## src/rtl/oh_arb_pkg.sv

```systemverilog
// Shared types and constants for the one-hot round-robin arbiter family.
// Holds the state encoding, default sizes and the index width helper.
package oh_arb_pkg;

    typedef enum logic {
        IDLE = 1'b0,
        BUSY = 1'b1
    } arb_state_t;

    localparam int DEF_N       = 4;
    localparam int DEF_MAXHOLD = 16;

    // Binary index width for n requesters, never below one bit.
    function automatic int oh_arb_gw(input int n);
        return (n > 1) ? $clog2(n) : 1;
    endfunction

endpackage

```

## src/rtl/oh_arb_rrpick.sv

```systemverilog
// Rotating priority pick: first requester at or after ptr, wrapping.
// Purely combinational so other arbiters can reuse it.
module oh_arb_rrpick
    import oh_arb_pkg::*;
#(
    parameter int    N    = DEF_N,
    parameter string PROP = "DEFAULT"
) (
    input  logic [N-1:0]              req,
    input  logic [oh_arb_gw(N)-1:0]   ptr,
    output logic [oh_arb_gw(N)-1:0]   pick,
    output logic                      found
);

    localparam int GW = oh_arb_gw(N);

    int w_idx;

    // Circular search from ptr; the first hit wins.
    always_comb begin
        pick  = '0;
        found = 1'b0;
        w_idx = 0;
        for (int k = 0; k < N; k++) begin
            w_idx = int'(ptr) + k;
            if (w_idx >= N) w_idx = w_idx - N;
            if (!found && req[w_idx]) begin
                found = 1'b1;
                pick  = GW'(w_idx);
            end
        end
    end

endmodule

```

## src/rtl/oh_arb_rr.sv

```systemverilog
// Round-robin arbiter with registered one-hot grant and per-line hold.
// Define OH_ARB_TIMEOUT_EN to force-release holds after MAXHOLD cycles.
module oh_arb_rr
    import oh_arb_pkg::*;
#(
    parameter int    N       = DEF_N,
    parameter int    MAXHOLD = DEF_MAXHOLD,
    parameter string PROP    = "DEFAULT"
) (
    input  logic                    clk,
    input  logic                    reset,
    input  logic [N-1:0]            req,
    input  logic [N-1:0]            hold,
    input  logic                    stall,
    output logic [N-1:0]            grant,
    output logic                    gvalid,
    output logic [oh_arb_gw(N)-1:0] gid,
    output logic                    timeout
);

    localparam int GW = oh_arb_gw(N);

    arb_state_t     r_state;
    logic [GW-1:0]  r_ptr;
    logic [GW-1:0]  r_gid;
    logic [N-1:0]   r_grant;
    logic           r_gvalid;

    logic [GW-1:0]  w_pick;
    logic           w_found;
    logic           w_retain;
    logic           w_force;
    logic           w_keep;
    logic           w_new;
    logic [N-1:0]   w_onehot;
    logic [GW-1:0]  w_ptr_nxt;

    oh_arb_rrpick #(
        .N    (N),
        .PROP (PROP)
    ) u_pick (
        .req   (req),
        .ptr   (r_ptr),
        .pick  (w_pick),
        .found (w_found)
    );

    assign w_retain  = (r_state == BUSY) && req[r_gid] && hold[r_gid];
    assign w_keep    = w_retain && !w_force;
    assign w_new     = !w_keep && !stall && w_found;
    assign w_onehot  = {{(N-1){1'b0}}, 1'b1} << w_pick;
    assign w_ptr_nxt = (w_pick == GW'(N - 1)) ? '0 : w_pick + 1'b1;

`ifdef OH_ARB_TIMEOUT_EN
    localparam int CW = $clog2(MAXHOLD + 1);

    logic [CW-1:0] r_cnt;
    logic          r_timeout;

    assign w_force = w_retain && (r_cnt == CW'(MAXHOLD - 1));

    // Count consecutive retained cycles; any other outcome restarts it.
    always_ff @(posedge clk) begin
        if (reset) begin
            r_cnt     <= '0;
            r_timeout <= 1'b0;
        end else begin
            r_timeout <= w_force;
            if (w_keep) r_cnt <= r_cnt + 1'b1;
            else        r_cnt <= '0;
        end
    end

    assign timeout = r_timeout;
`else
    assign w_force = 1'b0;
    assign timeout = 1'b0;
`endif

    // Grant state: retain, re-pick back-to-back, or drop to idle.
    always_ff @(posedge clk) begin
        if (reset) begin
            r_state  <= IDLE;
            r_ptr    <= '0;
            r_gid    <= '0;
            r_grant  <= '0;
            r_gvalid <= 1'b0;
        end else if (w_keep) begin
            r_state  <= BUSY;
        end else if (w_new) begin
            r_state  <= BUSY;
            r_grant  <= w_onehot;
            r_gid    <= w_pick;
            r_gvalid <= 1'b1;
            r_ptr    <= w_ptr_nxt;
        end else begin
            r_state  <= IDLE;
            r_grant  <= '0;
            r_gid    <= '0;
            r_gvalid <= 1'b0;
        end
    end

    assign grant  = r_grant;
    assign gvalid = r_gvalid;
    assign gid    = r_gid;

endmodule

```

## config.mk

```make
export PLATFORM = sky130hd
export DESIGN_NAME = oh_arb_rr
export DESIGN_NICKNAME = d
export VERILOG_FILES = /design/src/rtl/oh_arb_pkg.sv /design/src/rtl/oh_arb_rrpick.sv /design/src/rtl/oh_arb_rr.sv
export SDC_FILE = /design/constraint.sdc
export NUM_CORES = 1
export LEC_CHECK = 0
export BUFFER_PORTS_ARGS = -buffer_cell sky130_fd_sc_hd__buf_2
export CAP_MARGIN = 20
export CORE_AREA = 3 3 40 42
export CTS_CLUSTER_SIZE = 30
export DETAILED_ROUTE_END_ITERATION = 12
export DIE_AREA = 0 0 43 45
export HOLD_SLACK_MARGIN = 0.12
export PLACE_DENSITY = 0.78
export SLEW_MARGIN = 0
export SYNTH_ARGS = -nofsm -noshare
export SYNTH_HDL_FRONTEND = slang
export SYNTH_SLANG_ARGS = --single-unit
export TNS_END_PERCENT = 100
```

## constraint.sdc

```tcl
create_clock -name clk -period 2.07 [get_ports clk]
set_clock_uncertainty 0.1 [all_clocks]
set_input_delay 0.3105 -clock clk [delete_from_list [all_inputs] [get_ports clk]]
set_output_delay 0.3105 -clock clk [all_outputs]
set_load 0.01 [all_outputs]
```

# [After elaboration in Yosys (flattened, before gate mapping)]
# Cells that the tools add are included.
[totals] elab_cells=71 mem_bits_ro=0 n_memories=0 latch_bits=0 out_inout_bits=8 ramBits=0 register_bits=10 input_bits=11
[op_classes] eq_ne=1 n_addsub=8 multipliers=0 n_reduce_logical=13 div_mod_pow=0 shifts=1 bitwise_logic=1 n_lt_le_gt_ge=9 muxes=33
[op_table] cell="< comparator 32 x 4 -> 1 bit (second input constant)" count=4
[op_table] cell="two-way mux 32 bit" count=4
[op_table] cell=">= comparator 32 x 4 -> 1 bit (second input constant)" count=3
[op_table] cell="subtractor 32 x 4 -> 32 bit (second input constant)" count=3
[op_table] cell="two-way mux 1 bit" count=16
[op_table] cell="binary-select mux 1 bit (select 2 bit)" count=6
[op_table] cell="two-way mux 2 bit" count=6
[op_table] cell="logical AND 1 bit" count=7
[op_table] cell="adder 2 x 2 -> 3 bit (second input constant)" count=2
[op_table] cell="zero test 1 bit" count=5
[op_table] cell="two-way mux 4 bit" count=1
[op_table] cell="left shift 1 x 2 -> 4 bit (first input constant)" count=1
[op_table] cell="subtractor 2 x 3 -> 4 bit (second input constant)" count=1
[op_table] cell="adder 2 x 1 -> 3 bit (second input constant)" count=1
[op_table] cell=">= comparator 2 x 3 -> 1 bit (second input constant)" count=1
[op_table] cell="< comparator 2 x 3 -> 1 bit (second input constant)" count=1
[op_table] cell="adder 2 x 1 -> 2 bit (second input constant)" count=1
[op_table] cell="equality test 2 bit (second input constant)" count=1
[op_table] cell="AND reduction 2 bit" count=1
[op_table] cell="NOT 1 bit" count=1

# [Logic depth before layout (Yosys ltp)]
[depth] word_depth=18 depth_mapped=7

# [Modules after synthesis]
# From an unflattened synthesis, not the netlist that was laid out.
[hier_totals] hier_cells=73 area_unflattened_um2=628.1
[by_module_without_submodules] mod="oh_arb_rr" area_each_um2=550.5 n_inst=1 cells_each=58
[by_module_without_submodules] mod="oh_arb_rrpick" area_each_um2=77.6 n_inst=1 cells_each=15

# [Worst setup path after synthesis]
# OpenSTA, ideal clock, no wires.
[synth_timing] path_type="register to register" startpoint="reg r_ptr[1]" endpoint="reg r_grant[0], in the netlist grant[0]" synth_period_minus_slack_ns=1.914 arrival_time_ns=1.697 setup_slack_ns=0.156 required_ns=1.853 n_path_buf=0 stages_incl_launch_ff=7 setup_ns=0.117 path_cell_list="dfxtp_1 -> mux2i_1 -> nor2_1 -> or3_1 -> or2_2 -> ha_1 -> a32o_1"
[synth_between] elab_chain_len=17
[synth_rtl] element="start: declaration" line="oh_arb_rr.sv:24" text="logic [GW-1:0] r_ptr;"
[synth_rtl] element="start signal: assignment" line="oh_arb_rr.sv:95" text="r_ptr <= w_ptr_nxt;"
[synth_rtl] element="parallel branches: the longest is 16 deep, another holds subtractor 32 x 4 -> 32 bit"
[synth_rtl] element="two-way mux 4 bit (*)" line="oh_arb_rr.sv:90" text="end else if (w_new) begin"
[synth_rtl] element="end signal: assignment" line="oh_arb_rr.sv:92" text="r_grant <= w_onehot;"
[synth_rtl] element="end: declaration" line="oh_arb_rr.sv:26" text="logic [N-1:0] r_grant;"
# Every way passes the cells marked *. The select of a mux whose other input is x is not followed.
# A chain may end at the register's enable or synchronous reset.

# [Worst setup path in the final report]
# Ends and elaborated chain as after synthesis.

==> results.cfg <==
[logic_synthesis]
synth_nets = 76
ys_seq_elements = 10
yosysSeqAreaShare = 0.344
avgSynthCellArea_um2 = 9.54
syn_inst = 61
yosysUniqueCellTypes = 28
netlist_area_um2 = 582
ys_warn_count = 0

[worst_setup_path]
path_cells = mux2i_1 -> nor2_1 -> or3_1 -> or2_2 -> ha_1 -> a32o_1
cp_slowest_cell = dfxtp_2
cp_max_fo = 6
r2r-end = grant[0]$_SDFFE_PP0N_
cp-end-kind = register
startpoint_type = register
worstReg2RegStart = r_ptr[1]$_SDFFE_PP0P_
crit_type = reg2reg
r2r_slack_ns = 0.13
critPathMaxStageDelay_ns = 0.37
reg2regPathDepth = 6
required_ns = 2.13
critPathArrivalTime_ns = 2.00

[worst_hold_path]
hold_class = in2reg
min-delay-start = reset
min_path_cells = 2
worstHoldEndpoint = r_state$_SDFF_PP0_

[clocking]
cts_sinks = 10
clk_latency_ns = 0.26
htreeDepth = 1
clkTransAtPathRegs_ns = 0.06
holdBufCountCts = 0
cts_tree = built
cts.path.max_buffers = 2
cts-root-buf = clkbuf_4
cts_made_buffers = 3

[routing]
vias = 519
wl_um = 1130
drcViolationCount = 0
drt-initial-drc-count = 5
viasPerCell = 5.46
first_pass_iters = 4
wl_per_cell_um = 11.9
antenna_left = 0

[timing]
timing.final.ws_setup_ns = 0.133
hold_viol = 0
max_freq_ghz = 0.516
setup_violations = 0
period_share = 0.936
maxSlewViolCount = 0
finalCriticalPeriod_ns = 1.94
holdWs_ns = 0.159
rsz0062_at_grt = false
fin_setup_tns_ns = 0

[floorplanning]
start_util = 0.453
design.die.area_um2 = 1940
dieHeight_um = 45
core.rowCount = 13
io_pins = 19
core_area_um2 = 1280
die_width_um = 43

[global_route]
grtUsageTotal = 0.139
grt_pass1_wl_um = 1950
grt_max_degree = 12
top_usage_layer = met2
use_met3 = 0.0398
grt-ovfl-total = 0
met1_usage = 0.152
use_met2 = 0.219
antenna_found_initial = 0
first_global_vias = 484

[run_status]
status = finished, final reports clean

[power_and_ir_drop]
ir_drop_uv = 348
power_density_nw_per_um2 = 670
power_leakage_nw = 0.330

[layout]
layout.nets = 97
drive_gt1_frac = 0.363
diodes = 0
areaGrowthSynthToFinish_pct = 21.3

[place]
dp_hpwl_um = 903
post-place-ws_ns = 0.0705
gp_congestion = 0.713
portBuffers = 17

[job]
drv_cap = 0
[through the flow]
stage | cells | instance area (um2) | power (mW) | util
4_1_cts | 95 | 704 | 0.481 | 0.548
5_1_grt | 95 | 706 | 0.510 | 0.549
2_1_floorplan | 61 | 582 | 0.305 | -
3_3_place_gp | 92 | 682 | 0.343 | 0.531
3_5_place_dp | 92 | 682 | 0.347 | 0.531
6_report | 95 | 706 | 0.473 | 0.549
[repair_timing]
| item | CTS | global route |
|---|---|---|
| gates resized for setup | 0 | 1 |
| endpoints found under the hold margin | 0 | 0 |
| setup buffers | 0 | 0 |
| setup endpoints to repair | 0 | 3 |
[cells in the final DEF, fill, tap and decap left out]
cell type	Yosys	layout
mux2i_1	3	3
nor2_1	2	2
or2_2	2	2
dfxtp_2	0	1
buf_4	1	1
a21oi_4	1	1
o31ai_2	1	1
buf_2	0	17
nand3_1	1	1
nand4_1	1	1
o31ai_1	1	1
or3_1	1	1
nand2b_1	2	2
a21o_1	1	1
and2_0	2	2
and3_4	1	1
mux4_2	1	1
nor4_1	1	1
clkbuf_4	0	3
o21ai_0	1	1
a21oi_1	5	5
ha_1	4	4
a32o_1	5	5
inv_1	4	4
and3_2	1	1
dfxtp_1	10	9
nand2_1	4	4
and2_1	2	2
o2bb2a_1	1	1
conb_1	1	1
[flip-flops by register name (all words and copies together) (netlist names)]
name     flops
grant        4
gid          2
r_ptr        2
gvalid       1
r_state      1
[power breakdown]
| group | total (mW) | internal [mW] | leakage (nW) | switching (mW) |
|---|---|---|---|---|
| Sequential | 0.223 | 0.209 | 0.0824 | 0.0142 |
| Clock | 0.131 | 0.0671 | 0.0138 | 0.0635 |
| Combinational | 0.119 | 0.0582 | 0.233 | 0.0611 |
[critical path, delay by kind of cell (launching register included)]
kind	cells	cell delay, ns
fa+ha+maj	1	0.21
simple gates	3	0.75
mux	1	0.20
flops	1	0.37
compound gates	1	0.21
[layout make-up]
type                       count  area (um2)
clock buffer                   3        22.5
fill                         122         579
inverter                       4        15.0
multi-input combinational     45         355
sequential                    10         201
tap                           15        18.8
timing repair buffer          18        92.6
[logic make-up (layout without fill, tap and decap cells)]
kind of cell,count (synthesis),count (layout),share of synthesized area
flip-flops,10,10,0.344
buffers and inverters,6,25,0.0452
AND/OR/NAND/NOR,20,20,0.198
AO/OA/AOI/OAI,16,16,0.230
other,1,1,0.00645
multiplexers,4,4,0.0903
adder cells (fa/ha/maj),4,4,0.0860
[routing by layer]
layer  up-vias  share of wire
li1        262              -
met1       238           0.43
met2        14           0.47
met3         5          0.066
met4         0          0.034
met5         -              0
[cells in the mapped netlist]
cell / number / share of area
dfxtp_1: 10 / 0.34
a21oi_1: 5 / 0.043
a32o_1: 5 / 0.086
ha_1: 4 / 0.086
inv_1: 4 / 0.026
nand2_1: 4 / 0.026
mux2i_1: 3 / 0.052
and2_0: 2 / 0.022
and2_1: 2 / 0.022
nand2b_1: 2 / 0.022
nor2_1: 2 / 0.013
or2_2: 2 / 0.022
a21o_1: 1 / 0.013
a21oi_4: 1 / 0.028
and3_2: 1 / 0.013
and3_4: 1 / 0.019
buf_4: 1 / 0.013
clkbuf_1: 1 / 0.0064
conb_1: 1 / 0.0064
mux4_2: 1 / 0.039
nand3_1: 1 / 0.0086
nand4_1: 1 / 0.011
nor4_1: 1 / 0.011
o21ai_0: 1 / 0.0086
o2bb2a_1: 1 / 0.017
o31ai_1: 1 / 0.013
o31ai_2: 1 / 0.022
or3_1: 1 / 0.011
[how the worst max path moves through the flow]
stage,start,end
2_1_floorplan,r_ptr[1]$_SDFFE_PP0P_,grant[0]$_SDFFE_PP0N_
3_3_place_gp,req[3],grant[0]$_SDFFE_PP0N_
3_5_place_dp,req[3],grant[0]$_SDFFE_PP0N_
4_1_cts,r_ptr[1]$_SDFFE_PP0P_,grant[0]$_SDFFE_PP0N_
5_1_grt,r_ptr[1]$_SDFFE_PP0P_,r_ptr[1]$_SDFFE_PP0P_
6_report,r_ptr[1]$_SDFFE_PP0P_,grant[0]$_SDFFE_PP0N_
No activity file was read; power rests on OpenSTA's default activity.
